## src/rtl/sar_adc_ctrl.sv

```systemverilog
// ============================================================================
//  Module      : sar_adc_ctrl
//  Description : Successive-approximation controller for an N-bit SAR ADC.
//                It sequences the sample and binary-search phases, drives the
//                trial code to the DAC and pulses done when the result is ready.
//  Revision    : 1.0 - initial release
// ============================================================================
`default_nettype none

module sar_adc_ctrl #(
    parameter int SIZE = 8
) (
    input  logic            clock,
    input  logic            resetb,
    input  logic            start,
    input  logic            cmp_int,
    input  logic            cmp_ext,
    input  logic            cmp_sel,
    output logic [SIZE-1:0] data_out,
    output logic            done,
    output logic            q_out,
    output logic            sample,
    output logic            busy
);

    localparam int IW = (SIZE > 1) ? $clog2(SIZE) : 1;

    localparam logic [1:0] S_IDLE   = 2'd0;
    localparam logic [1:0] S_SAMPLE = 2'd1;
    localparam logic [1:0] S_CONV   = 2'd2;
    localparam logic [1:0] S_DONE   = 2'd3;

    logic [1:0]      state_q, state_d;
    logic [SIZE-1:0] data_q,  data_d;
    logic [IW-1:0]   idx_q,   idx_d;
    logic            sync1_q, start_s_q;
    logic            cmp;

    assign q_out    = cmp_sel ? cmp_ext : cmp_int;
    assign cmp      = q_out;
    assign data_out = data_q;

    // State register, datapath registers and the two-flop start synchroniser
    always_ff @(posedge clock) begin
        if (!resetb) begin
            state_q   <= S_IDLE;
            data_q    <= '0;
            idx_q     <= IW'(SIZE - 1);
            sync1_q   <= 1'b0;
            start_s_q <= 1'b0;
        end else begin
            state_q   <= state_d;
            data_q    <= data_d;
            idx_q     <= idx_d;
            sync1_q   <= start;
            start_s_q <= sync1_q;
        end
    end

    always_comb begin
        state_d = state_q;
        data_d  = data_q;
        idx_d   = idx_q;
        case (state_q)
            S_IDLE: begin
                if (start_s_q) begin
                    state_d = S_SAMPLE;
                    data_d  = '0;
                end
            end
            S_SAMPLE: begin
                data_d          = '0;
                data_d[SIZE-1]  = 1'b1;
                idx_d           = IW'(SIZE - 1);
                state_d         = S_CONV;
            end
            S_CONV: begin
                // Keep the trial bit only when the input is above the DAC level
                if (!cmp) begin
                    data_d[idx_q] = 1'b0;
                end
                if (idx_q != '0) begin
                    data_d[idx_q - IW'(1)] = 1'b1;
                    idx_d                  = idx_q - IW'(1);
                end else begin
                    state_d = S_DONE;
                end
            end
            default: begin
                state_d = S_IDLE;
            end
        endcase
    end

    always_comb begin
        done   = (state_q == S_DONE);
        sample = (state_q == S_SAMPLE);
        busy   = (state_q != S_IDLE);
    end

endmodule

`default_nettype wire

```

## config.mk

```make
export PLATFORM = sky130hd
export DESIGN_NAME = sar_adc_ctrl
export DESIGN_NICKNAME = d
export VERILOG_FILES = /design/src/rtl/sar_adc_ctrl.sv
export SDC_FILE = /design/constraint.sdc
export NUM_CORES = 1
export LEC_CHECK = 0
export BUFFER_PORTS_ARGS = -buffer_cell sky130_fd_sc_hd__buf_2
export CAP_MARGIN = 20
export CORE_MARGIN = 1.5
export CORE_UTILIZATION = 48
export CTS_CLUSTER_DIAMETER = 30
export DETAILED_ROUTE_END_ITERATION = 12
export GPL_ROUTABILITY_DRIVEN = 0
export GPL_TIMING_DRIVEN = 0
export PLACE_DENSITY = 0.81
export REMOVE_ABC_BUFFERS = 1
export SLEW_MARGIN = 20
export SYNTH_ARGS = -nofsm -noshare
export SYNTH_HDL_FRONTEND = slang
export SYNTH_SLANG_ARGS = --single-unit
```

## constraint.sdc

```tcl
create_clock -name clock -period 2 [get_ports clock]
set_input_delay 0.4 -clock clock [delete_from_list [all_inputs] [get_ports clock]]
set_output_delay 0.4 -clock clock [all_outputs]
set_load 0.01 [all_outputs]
```

# Yosys cells after proc, flatten, opt, wreduce, memory -nomap -nowiden
# Index checks and enable logic that the tools add are counted.
[word_totals]
register_bits = 15
in_bits = 6
[op_classes]
mux = 15
add_sub_neg = 1
bitwise_logic = 3
reduce_logical = 10
magnitude_cmp = 4
n_eq_ne = 6
[ops]
columns = ["operator", "count"]
rows = [
  ["$mux 8", 4],
  ["$pmux 8 s3", 1],
  ["$and 8x8->8", 1],
  ["$lt 3x4->1 const B", 2],
  ["$not 8->8", 1],
  ["$or 8x8->8", 1],
  ["$demux 1 s3", 2],
  ["$ge 3x1->1 const B", 2],
  ["$ne 2x2->1 const B", 3],
  ["$pmux 2 s3", 1],
  ["$pmux 3 s2", 1],
  ["$reduce_and 2->1", 3],
  ["$reduce_bool 3->1", 2],
  ["$eq 2x2->1 const B", 2],
  ["$mux 2", 2],
  ["$reduce_bool 2->1", 2],
  ["$mux 1", 3],
  ["$mux 3", 1],
  ["$sub 3x1->3 const B", 1],
  ["$eq 2x1->1 const B", 1],
  ["$logic_and 1x1->1", 2],
  ["$logic_not 2->1", 1],
]

# Logic depth before layout (Yosys ltp)
[depth]
ltp_word = 11
mapped_depth = 7

# Worst setup path after synthesis
# Ideal clock, no wire load.
[synth_timing]
kind = "register to register"
start = "register idx_q[1]"
end = "register data_q[7], in the netlist data_out[7]"
slack_ns = 0.208
stages_incl_launch_ff = 7
arrival_ns = 1.722
synth_period_minus_slack_ns = 1.792
t_required_ns = 1.930
n_path_buf = 0
cell_sequence = "dfxtp_1 inv_1 ha_1 or4b_2 o31ai_1 a32oi_1 a21boi_1"
[synth_via]
elab_chain_cells = 11
[synth_rtl]
columns = ["element", "line_no", "text"]
rows = [
  ["start: declaration", "35", "logic [IW-1:0] idx_q, idx_d;"],
  ["start signal: assignment", "48", "idx_q <= IW'(SIZE - 1);"],
  ["start signal: assignment", "54", "idx_q <= idx_d;"],
  ["parallel branches: the longest is 9 deep, another holds $lt 3x4->1", "-", ""],
  ["$mux 8 *", "82", "if (idx_q != '0) begin"],
  ["$pmux 8 s3 *", "64", "case (state_q)"],
  ["end signal: assignment", "53", "data_q <= data_d;"],
  ["end: declaration", "34", "logic [SIZE-1:0] data_q, data_d;"],
]
# Every way passes the cells marked *. The select of a mux whose other input is x is not followed.
# A chain may end at the register's enable or synchronous reset.

# Worst setup path after layout
[layout_timing]
start = "register idx_q[0]"
end = "register data_q[7], in the netlist data_out[7]"
# The elaborated chain is that of the path after synthesis.

==> metrics.sh <==
STATUS='finished, final reports clean'
NUMPORTBUFFERS=17
NUMBER_OF_ROUTED_NETS_WITH_ANTENNA_VIOLATIONS=0
H-TREE-DEPTH=1
DR_TOTAL_VIAS=862
MIN_PATH_TYPE='in -> reg'
RSZ0062_AT_GRT='no'
VDD_DROP_MAX_mV=0.566
GLOBAL_ROUTE_WIRE_LENGTH_BEFORE_REPAIR_UM=3110
ARRIVAL_NS=2.13
GLOBAL_ROUTE.OVERFLOW_TOTAL=0
MAX-CAP-VIOLATIONS=0
SYNTH_AREA_SQ_UM=908
DPL-INSTANCE-AREA_SQ_UM=992
REPORT.FINAL.SLEW_VIOL_COUNT=0
KIND_OF_LAUNCH_POINT_OF_THE_WORST_SETUP_PATH='flip-flop'
ROUTED_WIRELENGTH_UM=2060
DIE_AREA_SQ_UM=2160
AREA_GROWTH_PCT=19.4
FINISH.INSTANCE_AREA_SQ_UM=1080
CTS_TREE='done'
TIMING.FINAL.CRIT_SHARE_PCT=95.0
DRT_ITER0_MARKERS=28
GRTUSAGETOTAL_PCT=20.9
FIN_WORST_HOLD_SLACK_NS=0.307
WORSTPATHREQUIRED_NS=2.23
DIE_HEIGHT_UM=46.5
YS_SEQ_AREA_SHARE_PCT=33.1
HEADROOM_TO_THE_MAX_SLEW_LIMIT_PCT=69.2
SYNTHCELLS=106
FIN_NETS=138
START_UTIL_PCT=52.0
GRT_ANTENNA_BEFORE_REPAIR=0
FINAL.SETUP_SKEW_NS=0.00791
ANTENNA_CELLS_INSERTED=0
NUMBER_OF_CLOCK_BUFFERS_INSERTED_BY_TRITONCTS=3
MAXCLOCKFREQUENCY_MHz=526
SYNTH-WARNING-COUNT=0
DESIGN.CORE.AREA_SQ_UM=1750
DESIGN_POWER_W=0.00103
WORST_SETUP_PATH_END_KIND='flip-flop'
GRT_START_MAX_NET_PINS=14
CLOCKBUFFERDEPTH=2
DETAIL_ROUTE.FIRST_PASS.ITERATIONS=5
ROUTED_WIRE_LENGTH_PER_INSTANCE_UM=13.8
WORST-SETUP-PATH-TYPE='reg -> reg'
FINAL_CORE_UTIL_PCT=62.2
FINAL_LAYOUT_SIZE_SUFFIX_GT1_SHARE_PCT=29.0
CRIT_FANOUT=7
POSTCTSHOLDBUFS=0
DETAIL_ROUTE.DRC_VIOLATIONS=0
SYNTH.AVG_CELL_AREA_SQ_UM=8.57
CLOCKROOTBUFFER='clkbuf_4'
IOS=18
WORSTMARGINPINSLEW_NS=0.458
CTS.SINK_COUNT=15
DIE_X_UM=46.5
YS_FF_LATCH=15
REPORT.FINAL.HOLD_VIOL_COUNT=0
CLK_TRANSITION_REPORTED_PATHS_NS=0.09
FIN_TNS_SETUP_NS=0
VIAS_PER_STD_CELL=5.79
REPORT.FINAL.SETUP_VIOL=0
SYNTH.DISTINCT_CELLS=36
DP_HPWL_UM=1360
PERIOD_NEEDED_NS=1.90
CLK-INSERTION-DELAY-LATE_NS=0.29
STATIC-LEAKAGE-POWER_nW=0.492
PLACEMENTROWS=15
POWER_DENSITY_nW_PER_UM2=945
FIRST_GLOBAL_VIAS=767
registers in the layout, summed over array words and instances (netlist names):
signal,flops
state_q,2
data_out,8
start_s_q,1
sync1_q,1
idx_q,3
per-layer routing:
metal  routed length [um]  up-vias  part of all wire (%)  GRT usage (%)
li1                     -      422                     -              -
met1                  900      396                    44           24.5
met2                  984       37                    48           33.1
met3                  110        7                   5.3           4.31
met4                   63        0                   3.1           15.4
met5                    0        -                     0              0
cells in the mapped netlist (all sizes together):
library cell	n	area share, %
nand4	2	1.4
inv	8	3.3
o2111ai	1	0.96
nand2b	3	2.1
o21ai	6	3.3
mux2i	5	5.5
dfxtp	15	33
mux2	1	1.2
nand2	10	4.1
a21bo	1	1.1
a21o	1	0.83
o311ai	2	1.9
nor2	4	1.7
a32o	2	2.2
buf	2	1.8
nor4	3	2.1
or3	3	2.6
o21a	1	0.83
nor2b	3	2.9
a32oi	2	1.9
a21boi	1	0.83
ha	7	9.6
nand3	3	1.7
nor3	5	2.8
o31ai	2	1.7
or4b	1	1.1
a22o	1	0.96
clkbuf	4	1.8
a21oi	3	1.7
nand3b	1	0.83
a41oi	1	0.96
and2	2	1.4
power breakdown:
part           switching [W]  internal, W
Clock              0.0000998    0.0000776
Combinational       0.000264     0.000208
Sequential         0.0000424     0.000333
metrics by stage:
step | setup slack [ns] | std cells
after detailed placement | -0.228 | 142
after floorplan | 0.0405 | 100
after global routing | 0.00250 | 149
final | 0.101 | 149
after CTS | 0.0187 | 146
after global placement | -0.192 | 142
cell families after synthesis:
logic type / after synthesis / share of synthesized area, %
adder cells (fa/ha/maj): 7 / 9.64
multiplexers: 6 / 6.75
AND/OR/NAND/NOR: 40 / 24.5
flip-flops: 15 / 33.1
buffers and inverters: 14 / 6.89
AO/OA/AOI/OAI: 24 / 19.1
critical path, stage by stage, from the launching register on:
cell and delay [ns]:
dfxtp_4 0.40, clkinvlp_4 0.16, ha_4 0.30, or4b_2 0.61
o31ai_1 0.13, a32oi_1 0.10, a21boi_1 0.15
worst paths after layout:
path / cells after the start / from / slack [ns] / end
min: 2 / start / 0.31 / sync1_q
max: 6 / idx_q[0] / 0.10 / data_out[7]
max reg2reg: 6 / idx_q[0] / 0.10 / data_out[7]
min reg2reg: 1 / sync1_q / 0.45 / start_s_q
cells in the final DEF, fill, tap and decap left out, types with 2 or more instances in the layout:
master | synthesis | routed
a21oi_1 | 3 | 3
a32o_1 | 2 | 2
a32oi_1 | 2 | 2
and2_1 | 2 | 2
buf_2 | 1 | 17
buf_4 | 0 | 3
clkbuf_4 | 0 | 3
dfxtp_1 | 15 | 11
dfxtp_2 | 0 | 3
ha_1 | 7 | 4
ha_4 | 0 | 2
inv_1 | 8 | 7
mux2i_1 | 5 | 5
nand2_1 | 10 | 10
nand2b_1 | 3 | 3
nand3_1 | 3 | 3
nand4_1 | 2 | 2
nor2_1 | 4 | 4
nor2b_1 | 2 | 2
nor3_1 | 5 | 4
nor4_1 | 3 | 3
o21ai_0 | 6 | 6
o311ai_0 | 2 | 2
o31ai_1 | 2 | 2
or3_1 | 2 | 2
timing repair:
action / in CTS / in global routing
buffers inserted: 0 / 3
endpoints found under the setup margin: 3 / 3
resized for setup: 4 / 7
final cells by class:
class                   instances  area, sq um
well taps                      25         31.3
clock buffers                   4         26.3
multi-input cells              77          578
inverters                       8         33.8
fillers                       158          661
repair buffers                 20          108
flip-flops and latches         15          308
(Power assumes the default switching activity.)
